<file path="config.mk">
export PLATFORM = sky130hd
export DESIGN_NAME = key_conditioner
export DESIGN_NICKNAME = d
export VERILOG_FILES = /design/src/rtl/key_conditioner.sv
export SDC_FILE = /design/constraint.sdc
export NUM_CORES = 1
export LEC_CHECK = 0
export ABC_CLOCK_PERIOD_IN_PS = 3200
export BUFFER_PORTS_ARGS = -buffer_cell sky130_fd_sc_hd__buf_2
export CAP_MARGIN = 25
export CELL_PAD_IN_SITES_DETAIL_PLACEMENT = 1
export CELL_PAD_IN_SITES_GLOBAL_PLACEMENT = 1
export CORE_ASPECT_RATIO = 0.5
export CORE_MARGIN = 1
export CORE_UTILIZATION = 40
export DETAILED_ROUTE_END_ITERATION = 10
export GPL_TIMING_DRIVEN = 0
export PLACE_DENSITY = 0.66
export SETUP_SLACK_MARGIN = 0.05
export SLEW_MARGIN = 15
export SYNTH_ARGS = -nofsm -noshare
export SYNTH_HDL_FRONTEND = slang
export SYNTH_SLANG_ARGS = --single-unit
</file>
<file path="constraint.sdc">
create_clock -name CLOCK_50 -period 3.2 [get_ports CLOCK_50]
set_input_delay 0.16 -clock CLOCK_50 [delete_from_list [all_inputs] [get_ports CLOCK_50]]
set_output_delay 0.16 -clock CLOCK_50 [all_outputs]
set_load 0.02 [all_outputs]
</file>
<file path="src/rtl/key_conditioner.sv">
// key_conditioner: synchronizes and debounces four active-low push-buttons,
// then turns them into registered press/release pulses. Keys selected by
// REPEAT_MASK also emit hold-to-repeat press pulses while held.
module key_conditioner #(
  parameter int         DEBOUNCE_CYCLES = 1000000,
  parameter int         REPEAT_DELAY    = 25000000,
  parameter int         REPEAT_RATE     = 10000000,
  parameter logic [3:0] REPEAT_MASK     = 4'b0011,
  parameter int         CNT_W           = 25
) (
  input  logic       CLOCK_50,
  input  logic       resetN,
  input  logic [3:0] KEY,
  input  logic       masterEnable,
  output logic [3:0] keyLevel,
  output logic [3:0] pressPulse,
  output logic [3:0] releasePulse
);

  typedef enum logic [1:0] {RPT_IDLE, RPT_DELAY, RPT_REPEAT} rpt_state_t;

  localparam logic [CNT_W-1:0] DB_LAST   = CNT_W'(DEBOUNCE_CYCLES - 1);
  localparam logic [CNT_W-1:0] DLY_LAST  = CNT_W'(REPEAT_DELAY - 1);
  localparam logic [CNT_W-1:0] RATE_LAST = CNT_W'(REPEAT_RATE - 1);

  // Counters hold at all-ones instead of wrapping.
  function automatic logic [CNT_W-1:0] sat_inc(input logic [CNT_W-1:0] v);
    return (v == {CNT_W{1'b1}}) ? v : v + 1'b1;
  endfunction

  logic [3:0] sync_p0, sync_p1;
  logic [3:0] level_p2, level_dly_p3;
  logic [3:0] rise_p2, fall_p2, fire_p2;
  logic [3:0] press_p3, release_p3;

  // ---- stage p0/p1: two-flop synchronizer, idles at released (1) ----
  // Bring the asynchronous raw key lines into the CLOCK_50 domain.
  always_ff @(posedge CLOCK_50 or negedge resetN) begin
    if (!resetN) begin
      sync_p0 <= 4'hF;
      sync_p1 <= 4'hF;
    end else begin
      sync_p0 <= KEY;
      sync_p1 <= sync_p0;
    end
  end

  // ---- stage p2: per-key debounce and repeat timing ----
  for (genvar k = 0; k < 4; k++) begin : g_key
    logic [CNT_W-1:0] db_cnt;
    logic             lvl;

    // Accept a new level only after it has disagreed for DEBOUNCE_CYCLES cycles.
    always_ff @(posedge CLOCK_50 or negedge resetN) begin
      if (!resetN) begin
        db_cnt <= '0;
        lvl    <= 1'b0;
      end else if (~sync_p1[k] != lvl) begin
        if (db_cnt == DB_LAST) begin
          lvl    <= ~lvl;
          db_cnt <= '0;
        end else begin
          db_cnt <= sat_inc(db_cnt);
        end
      end else begin
        db_cnt <= '0;
      end
    end

    assign level_p2[k] = lvl;

    if (REPEAT_MASK[k]) begin : g_rpt
      rpt_state_t       state, state_next;
      logic [CNT_W-1:0] rpt_cnt, rpt_cnt_next;
      logic             fire;

      // Repeat FSM state and timer registers.
      always_ff @(posedge CLOCK_50 or negedge resetN) begin
        if (!resetN) begin
          state   <= RPT_IDLE;
          rpt_cnt <= '0;
        end else begin
          state   <= state_next;
          rpt_cnt <= rpt_cnt_next;
        end
      end

      // Arm on a fresh press, fire after the delay, then at the repeat rate.
      always_comb begin
        state_next   = state;
        rpt_cnt_next = rpt_cnt;
        fire         = 1'b0;
        if (!lvl || !masterEnable) begin
          state_next   = RPT_IDLE;
          rpt_cnt_next = '0;
        end else begin
          case (state)
            RPT_IDLE: begin
              rpt_cnt_next = '0;
              if (rise_p2[k]) state_next = RPT_DELAY;
            end
            RPT_DELAY: begin
              if (rpt_cnt == DLY_LAST) begin
                fire         = 1'b1;
                rpt_cnt_next = '0;
                state_next   = RPT_REPEAT;
              end else begin
                rpt_cnt_next = sat_inc(rpt_cnt);
              end
            end
            RPT_REPEAT: begin
              if (rpt_cnt == RATE_LAST) begin
                fire         = 1'b1;
                rpt_cnt_next = '0;
              end else begin
                rpt_cnt_next = sat_inc(rpt_cnt);
              end
            end
            default: begin
              state_next   = RPT_IDLE;
              rpt_cnt_next = '0;
            end
          endcase
        end
      end

      assign fire_p2[k] = fire;
    end else begin : g_norpt
      assign fire_p2[k] = 1'b0;
    end
  end

  assign rise_p2 = level_p2 & ~level_dly_p3;
  assign fall_p2 = ~level_p2 & level_dly_p3;

  // ---- stage p3: registered edge and repeat pulses ----
  // Delay the debounced level for edge detection and register the pulses.
  always_ff @(posedge CLOCK_50 or negedge resetN) begin
    if (!resetN) begin
      level_dly_p3 <= 4'h0;
      press_p3     <= 4'h0;
      release_p3   <= 4'h0;
    end else begin
      level_dly_p3 <= level_p2;
      press_p3     <= {4{masterEnable}} & (rise_p2 | fire_p2);
      release_p3   <= {4{masterEnable}} & fall_p2;
    end
  end

  assign keyLevel     = level_p2;
  assign pressPulse   = press_p3 & {4{masterEnable}};
  assign releasePulse = release_p3 & {4{masterEnable}};

endmodule
</file>
# Yosys cells after proc, flatten, opt, wreduce, memory -nomap -nowiden
# Index checks and enable logic that the tools add are counted.
# W data, S select, Z words.
[op_classes] n_addsub=6 n_eq_ne=32 n_mux=38 bitwise_logic=17 n_reduce_logical=13
[op_table] cell="$mux W25" n=20
[op_table] cell="$eq A25 B25 Y1 const B" n=8
[op_table] cell="$add A25 B1 Y25 const B" n=6
[op_table] cell="$eq A25 B20 Y1 const B" n=4
[op_table] cell="$pmux W25 S2" n=2
[op_table] cell="$eq A25 B24 Y1 const B" n=2
[op_table] cell="$and A4 B4 Y4" n=6
[op_table] cell="$ne A3 B3 Y1 const B" n=8
[op_table] cell="$mux W2" n=6
[op_table] cell="$pmux W2 S3" n=2
[op_table] cell="$not A1 Y1" n=8
[op_table] cell="$not A4 Y4" n=2
[op_table] cell="$reduce_and A2 Y1" n=4
[op_table] cell="$mux W1" n=6
[op_table] cell="$reduce_and A3 Y1" n=2
[op_table] cell="$eq A2 B1 Y1 const B" n=2
[op_table] cell="$eq A2 B2 Y1 const B" n=2
[op_table] cell="$logic_not A2 Y1" n=2
[op_table] cell="$ne A1 B1 Y1" n=4
[op_table] cell="$ne A2 B2 Y1 const B" n=2
[op_table] cell="$or A4 B2 Y4" n=1
[op_table] cell="$pmux W1 S2" n=2
[op_table] cell="$logic_not A1 Y1" n=3
[op_table] cell="$logic_or A1 B1 Y1" n=2
[word_totals] reg_bits=178 wordCells=123

# Depth between registers and ports, before layout
# Gate-level depths: netlist of the first run.
[depth] word_depth=6 mapped_depth=8 ltp_nobuf=6

# Least setup slack after synthesis of the first run
# Ideal clock, no wire load.
[synth_path] kind="reg-to-reg" startpoint="reg g_key[0].g_rpt.rpt_cnt[0]" endpoint="reg g_key[0].g_rpt.rpt_cnt[10]" setup_time_ps=119 arrival_time_ps=1911 required_time_ps=3081 slack_ps=1170 path_stages_with_launch=8 period_less_slack_ps=2030 path_cell_list="dfrtp_1 > ha_1 > and2_0 > nand3_1 > o41a_1 > o2111ai_4 > buf_4 > nor2_1"
[synth_between] elab_chain_len=5
[synth_lines] item="start, declared" line_no="74" rtl="logic [CNT_W-1:0] rpt_cnt, rpt_cnt_next;"
[synth_lines] item="start signal, assigned" line_no="84" rtl="rpt_cnt <= rpt_cnt_next;"
[synth_lines] item="$add A25 B1 Y25 or $eq A25 B25 Y1 (tied branches)" line_no="28" rtl="return (v == {CNT_W{1'b1}}) ? v : v + 1'b1;"
[synth_lines] item="$mux W25" line_no="28"
[synth_lines] item="$mux W25, on equally long branches" line_no="112, 103"
[synth_lines] item="$pmux W25 S2 *" line_no="97" rtl="case (state)"
[synth_lines] item="$mux W25 *" line_no="93" rtl="if (!lvl || !masterEnable) begin"
[synth_lines] item="named net g_key[0].g_rpt.rpt_cnt_next[10]" line_no="74"
# The timed path passes the listed nets; every way through them passes the cells marked *.
# A chain may end at the register's enable or synchronous reset.

# Worst setup path in the final report of the first run
[layout_path] startpoint="reg g_key[2].db_cnt[0]" endpoint="reg g_key[2].db_cnt[1]"
[layout_between] elab_chain_len=4
[layout_lines] item="start, declared" line_no="50" rtl="logic [CNT_W-1:0] db_cnt;"
[layout_lines] item="start signal, assigned" line_no="63" rtl="db_cnt <= sat_inc(db_cnt);"
[layout_lines] item="$add A25 B1 Y25" line_no="28"
[layout_lines] item="$mux W25" line_no="28"
[layout_lines] item="$mux W25" line_no="59" rtl="if (db_cnt == DB_LAST) begin"
[layout_lines] item="$mux W25" line_no="58" rtl="end else if (~sync_p1[k] != lvl) begin"
# Several ways; a longest one is shown, not always the timed one. The select of a mux whose other input is x is not followed.

==> results.py, run 1 <==
metrics = {
    "routing": {
        "via_per_inst": 5.69,
        "ant_nets": 0,
        "drtIter0Drc": 376,
        "routed_wl_mm": 25.5,
        "drt_first_pass_iters": 4,
        "routedWlPerCell_um": 17.7,
        "route.detailed.drc": 0,
        "vias": 8187,
    },
    "worst_setup_path": {
        "crit_type": "reg2reg",
        "critPathMaxFanout": 10,
        "crit_chain": "ha_1 > nand4_1 > or2_2 > nor3_2 > buf_4 > buf_4 > mux2i_1 > nor2_1",
        "cp-end-kind": "register",
        "crit_family": "simple AND/OR/NAND/NOR gates",
        "start_kind": "register",
        "crit_buf_inv": 2,
        "cp.required_ns": 3.52,
        "critical_path.most_common_cell": "buf_4",
        "regToRegStartpoint": "g_key[2].db_cnt[0]",
        "ff2ff_setup_slack_ns": 0.69,
        "r2r-end": "g_key[2].db_cnt[1]",
        "setup.worst_path.start": "g_key[2].db_cnt[0]",
        "cp.depth": 8,
        "crit_arrival_ns": 2.83,
        "worstSetupEndpoint": "g_key[2].db_cnt[1]",
        "reg2reg_depth": 8,
        "cpMaxStageDelayCell": "or2_2",
        "critPathMaxStageDelay_ns": 0.42,
    },
    "finish": {
        "layout.cells.non_filler": 1440,
        "nNetsFinal": 1113,
        "n_fill_cell": 2807,
        "layout_commonest_cell": "dfrtp_1",
        "multi_input_area_um2": 5110,
        "design_area_um2": 11200,
        "area_delta_synth_final_pct": 12.9,
        "antenna_cells": 0,
        "drive_gt1_share_pct": 10.1,
        "utilization_pct": 46.3,
        "seqCellArea_um2": 4460,
        "layout_common_cells": "dfrtp_1, nor2_1, a21oi_1",
    },
    "outcome": {
        "outcome": "completed",
    },
    "clock_network": {
        "cts_made_buffers": 17,
        "clock_sinks": 178,
        "clockBufferDepth": 2,
        "cts.htree.levels": 4,
        "cts_setup_buffers": 0,
        "clock_latency_ns": 0.44,
        "cts_root_buf": "clkbuf_16",
        "clkTransAtPathRegs_ns": 0.07,
        "ctsResizeCount": 0,
        "hold_buffers": 5,
        "cts_tree": "done",
    },
    "synthesis": {
        "synth_seq_cells": 178,
        "netlist_area_um2": 9890,
        "async_flop_share_pct": 100,
        "synth_nets": 1068,
        "synth_edf_count": 0,
        "ys_seq_area_share_pct": 45.1,
        "synthCells": 1046,
        "synth_top_flop_cell": "dfrtp_1",
        "syn_area_per_cell_um2": 9.46,
        "yosys_warnings": 0,
        "ys_types": 73,
    },
    "timing": {
        "slew_headroom_pct": 33.3,
        "hold_viol_final": 0,
        "period_minus_slack_ns": 2.51,
        "slew_viol_final": 0,
        "setup_viol": 0,
        "rsz0062_at_grt": "no",
        "min_period_over_period_pct": 78.4,
        "max_freq_mhz": 398,
        "setup_tns_ns": 0,
        "clock_skew_ns": 0.00660,
        "tightest_slew_ns": 0.991,
    },
    "min_path": {
        "hold_path.class": "in2reg",
    },
    "placed_design": {
        "port_buffers": 18,
        "dpl.hpwl_mm": 18.1,
        "dp_cells": 1402,
        "gp_congestion": 0.814,
        "placed_cell_area_um2": 10500,
    },
    "job": {
        "maxCapViolCount": 0,
    },
    "pwr": {
        "ir_drop_uv": 330,
        "p_total_mw": 4.73,
        "p_per_area_nw_per_um2": 423,
        "leakagePower_nw": 4.32,
    },
    "global_routing": {
        "overflow": 0,
        "grt.total_usage_pct": 21.5,
        "grt_pass1_wl_mm": 44.3,
        "antenna_found_initial": 0,
        "grt_pass1_vias": 8734,
        "grt_max_degree": 70,
    },
    "die": {
        "die_y_um": 113,
        "dieArea_um2": 25400,
        "fp-row-count": 40,
        "core_region_area_um2": 24100,
        "io_pins": 19,
        "start_util_pct": 41.0,
        "die_w_um": 224,
    },
}
[Yosys cell counts, types with 6 or more instances]
library cell / n / area, um2
and4_1: 17 / 149
o31ai_1: 15 / 113
mux2i_1: 10 / 100
inv_1: 20 / 75.1
nor3_1: 29 / 145
nor2_1: 111 / 417
nand3_1: 67 / 335
xor2_1: 20 / 175
and3_1: 26 / 163
nor4b_1: 13 / 114
xnor2_1: 63 / 552
clkbuf_1: 17 / 63.8
a21o_1: 6 / 45.0
buf_2: 9 / 45.0
and2_1: 18 / 113
nand2_1: 64 / 240
a21oi_1: 78 / 390
o21ai_0: 34 / 170
dfrtp_1: 170 / 4250
or3_1: 35 / 219
ha_1: 15 / 188
a211oi_1: 14 / 105
a31oi_1: 11 / 68.8
buf_4: 10 / 75.1
dfstp_2: 8 / 210
nand4_1: 41 / 257
or4_1: 21 / 158
nor4_1: 17 / 106
[flip-flops by register name (all words and copies together), names as in the netlist]
register / count
g_key.db_cnt: 100
sync_p1: 4
sync_p0: 4
release_p3: 4
g_key.g_rpt.state: 4
g_key.g_rpt.rpt_cnt: 50
level_dly_p3: 4
press_p3: 4
g_key.lvl: 4
[layout make-up]
class	instances	area share, %
tap	336	3.76
multi-input combinational	804	45.7
clock buffer	20	4.18
sequential	178	40.0
clock inverter	12	1.59
buffer	44	2.20
inverter	20	0.672
timing repair buffer	26	1.88
[power breakdown]
| group | switching [mW] | total (mW) | internal, mW |
|---|---|---|---|
| Combinational | 0.0973 | 0.134 | 0.0367 |
| Sequential | 0.0156 | 2.29 | 2.27 |
| Clock | 0.933 | 2.31 | 1.37 |
[cells by family after synthesis]
logic type | after synthesis | share of synthesized area, %
AND/OR/NAND/NOR | 501 | 28.5
AO/OA/AOI/OAI | 195 | 12.9
flip-flops | 178 | 45.1
XOR/XNOR | 83 | 7.35
buffers and inverters | 64 | 3.24
adder cells (fa/ha/maj) | 15 | 1.90
multiplexers | 10 | 1.01
[worst reg2reg max path: stages (launching register included)]
cell and delay (ns):
dfrtp_1 0.40, ha_1 0.25, nand4_1 0.33, or2_2 0.43
nor3_2 0.29, buf_4 0.24, buf_4 0.20, mux2i_1 0.20
nor2_1 0.05
[metal layers]
metal / up-vias / track usage, % / part of all wire [%]
met5: - / 0 / 0
met3: 26 / 3.40 / 1.9
li1: 3956 / - / -
met2: 70 / 35.4 / 47
met4: 0 / 6.89 / 1.2
met1: 4135 / 29.2 / 49
[worst min path at each step]
stage                 start  depth (start not counted)  slack [ns]             endpoint
2_1_floorplan        resetN                          0       -0.14   g_key[0].db_cnt[0]
3_3_place_gp         KEY[1]                          1        0.26           sync_p0[1]
3_5_place_dp         resetN                          1        0.09  g_key[1].db_cnt[11]
4_1_cts        masterEnable                          2        0.11        release_p3[3]
5_1_grt        masterEnable                          2        0.12        release_p3[3]
6_report       masterEnable                          2        0.13        release_p3[3]
[stage by stage]
stage          setup WS [ns]  hold WS (ns)
2_1_floorplan           1.17        -0.136
3_3_place_gp           -1.09         0.264
3_5_place_dp           0.664        0.0910
4_1_cts                0.656         0.109
5_1_grt                0.403         0.119
6_report               0.690         0.133
(Power assumes the default switching activity.)
==> run 2, diff against run 1 <==
--- a/config.mk
+++ b/config.mk
@@ -5,7 +5,7 @@
 export SDC_FILE = /design/constraint.sdc
 export NUM_CORES = 1
 export LEC_CHECK = 0
-export ABC_CLOCK_PERIOD_IN_PS = 3200
+export ABC_CLOCK_PERIOD_IN_PS = 2520
 export BUFFER_PORTS_ARGS = -buffer_cell sky130_fd_sc_hd__buf_2
 export CAP_MARGIN = 25
 export CELL_PAD_IN_SITES_DETAIL_PLACEMENT = 1
==> constraint.sdc (replaced) <==
create_clock -name CLOCK_50 -period 2.52 [get_ports CLOCK_50]
set_input_delay 0.126 -clock CLOCK_50 [delete_from_list [all_inputs] [get_ports CLOCK_50]]
set_output_delay 0.126 -clock CLOCK_50 [all_outputs]
set_load 0.02 [all_outputs]
==> run 2 against run 1 <==
  * Largest power group unchanged
  * Global-route usage rose by 0.092 points
  * Die area unchanged
  * Clock-buffer cell count stayed put
  * Critical path type unchanged
==> results.py, run 2 (synthesis gave the netlist of run 1 again) <==
metrics = {
    "worst_setup_path": {
        "crit_chain": "ha_1 > nand2_1 > or4_1 > o21a_1 > o2111ai_4 > buf_6 > a21oi_1",
        "r2r-end": "g_key[1].g_rpt.rpt_cnt[15]",
        "start_kind": "register",
        "cp.depth": 7,
        "critPathMaxStageDelay_ns": 0.60,
        "regToRegStartpoint": "g_key[1].g_rpt.rpt_cnt[0]",
        "crit_family": "simple AND/OR/NAND/NOR gates",
        "cp-end-kind": "register",
        "setup.worst_path.start": "g_key[1].g_rpt.rpt_cnt[0]",
        "reg2reg_depth": 7,
        "cp.required_ns": 2.84,
        "cpMaxStageDelayCell": "or4_1",
        "critPathMaxFanout": 10,
        "worstSetupEndpoint": "g_key[1].g_rpt.rpt_cnt[15]",
        "crit_arrival_ns": 2.64,
        "crit_buf_inv": 1,
        "ff2ff_setup_slack_ns": 0.21,
        "crit_type": "reg2reg",
    },
    "routing": {
        "via_per_inst": 5.69,
        "drt_first_pass_iters": 4,
        "vias": 8231,
        "routed_wl_mm": 25.8,
        "route.detailed.drc": 0,
        "routedWlPerCell_um": 17.9,
        "drtIter0Drc": 390,
        "ant_nets": 0,
    },
    "die": {
        "core_region_area_um2": 24100,
        "dieArea_um2": 25400,
        "die_y_um": 113,
        "die_w_um": 224,
        "io_pins": 19,
        "start_util_pct": 41.0,
        "fp-row-count": 40,
    },
    "pwr": {
        "p_switching_mw": 1.33,
        "clockPowerShare_pct": 48.8,
        "leakagePower_nw": 4.41,
        "p_per_area_nw_per_um2": 532,
        "p_int_mw": 4.68,
        "p_seq_share_pct": 48.3,
        "ir_drop_uv": 417,
        "p_sw_share_pct": 22.2,
        "share_comb_of_total_power_pct": 2.9,
    },
    "global_routing": {
        "antenna_found_initial": 0,
        "grt_pass1_wl_mm": 44.4,
        "overflow": 0,
        "grt.total_usage_pct": 21.6,
        "grt_max_degree": 70,
        "grt_pass1_vias": 8745,
    },
    "job": {
        "maxCapViolCount": 0,
    },
    "clock_network": {
        "cts_root_buf": "clkbuf_16",
        "cts_made_buffers": 17,
        "clkTransAtPathRegs_ns": 0.07,
        "clock_latency_ns": 0.44,
        "clockBufferDepth": 2,
        "clock_sinks": 178,
        "cts_tree": "done",
        "cts.htree.levels": 4,
    },
    "finish": {
        "nNetsFinal": 1119,
        "layout_common_cells": "dfrtp_1, nor2_1, a21oi_1",
        "top_register": "g_key.db_cnt",
        "area_delta_synth_final_pct": 14.1,
        "largest_reg_flops": 100,
        "antenna_cells": 0,
        "drive_gt1_share_pct": 11.6,
        "n_fill_cell": 2797,
        "layout.cells.non_filler": 1446,
        "layout_commonest_cell": "dfrtp_1",
        "reg.largest.list": "g_key.db_cnt (100), g_key.g_rpt.rpt_cnt (50)",
        "design_area_um2": 11300,
    },
    "timing": {
        "slew_headroom_pct": 33.4,
        "setup_viol": 0,
        "clock_skew_ns": 0.00613,
        "rsz0062_at_grt": "yes",
        "period_minus_slack_ns": 2.31,
        "tightest_slew_ns": 0.990,
        "fin_ws_ns": 0.206,
        "min_period_over_period_pct": 91.8,
        "setup_tns_ns": 0,
        "slew_viol_final": 0,
        "max_freq_mhz": 432,
        "holdWs_ns": 0.0998,
        "hold_viol_final": 0,
    },
    "placed_design": {
        "place_ws_ns": -0.0162,
        "dp_cells": 1402,
        "placed_cell_area_um2": 10500,
        "dpl.hpwl_mm": 18.1,
        "port_buffers": 18,
        "gp_congestion": 0.814,
    },
    "outcome": {
        "outcome": "completed",
    },
    "min_path": {
        "hold_path.class": "in2reg",
    },
}
## run 2: changes by cell type in the layout (fill, tap and decap cells not counted), moves of 2 or more
cell,previous run,this run
buf_2,26,28
nand3_2,1,3
buf_1,3,0
buf_4,10,17
nor3_2,2,0
nor4_2,4,6
nor3_4,0,2
nand3_1,67,65
nor4_1,17,14
## run 2: area by class of cell
cell class | instances | area [um2] | area share, %
multi-input combinational | 804 | 5180 | 45.9
sequential | 178 | 4460 | 39.5
clock buffer | 20 | 467 | 4.13
tap | 336 | 420 | 3.72
timing repair buffer | 33 | 263 | 2.33
buffer | 43 | 245 | 2.17
clock inverter | 12 | 178 | 1.57
inverter | 20 | 75.1 | 0.665
## run 2: per-layer routing
| layer | GRT usage, % | share of wire [%] | vias up |
|---|---|---|---|
| li1 | - | - | 3967 |
| met1 | 29.3 | 49 | 4173 |
| met2 | 35.7 | 48 | 66 |
| met3 | 3.40 | 1.9 | 25 |
| met4 | 6.94 | 1.1 | 0 |
| met5 | 0 | 0 | - |
## run 2: how the worst min path moves through the flow
stage,start,to,slack [ns],cells after the start
floorplan,resetN,g_key[0].db_cnt[0],-0.17,0
global placement,KEY[1],sync_p0[1],0.23,1
detailed placement,resetN,g_key[1].db_cnt[11],0.06,1
CTS,masterEnable,release_p3[3],0.08,2
global route,masterEnable,release_p3[3],0.09,2
finish,masterEnable,release_p3[3],0.1,2
## run 2: repair_timing
item / in CTS / in global routing
endpoints found under the hold margin: 70 / 0
gates resized for setup: 2 / 13
setup endpoints to repair: 24 / 80
pin swaps: 1 / 3
hold buffers: 5 / 0
buffers inserted: 1 / 6
## run 2: per-stage QoR
step           power (mW)  util (%)
2_1_floorplan        3.01         -
6_report             6.01      46.8
3_5_place_dp         3.13      43.4
5_1_grt              6.24      46.8
4_1_cts              6.10      46.3
3_3_place_gp         3.11      43.1
## run 2: power by group through the flow
stage	Clock (mW)	Combinational [mW]	Sequential, mW
floorplan	0	0.0620	2.95
global placement	0	0.153	2.96
detailed placement	0	0.171	2.96
CTS	3.02	0.178	2.90
global route	3.14	0.198	2.90
finish	2.94	0.172	2.90
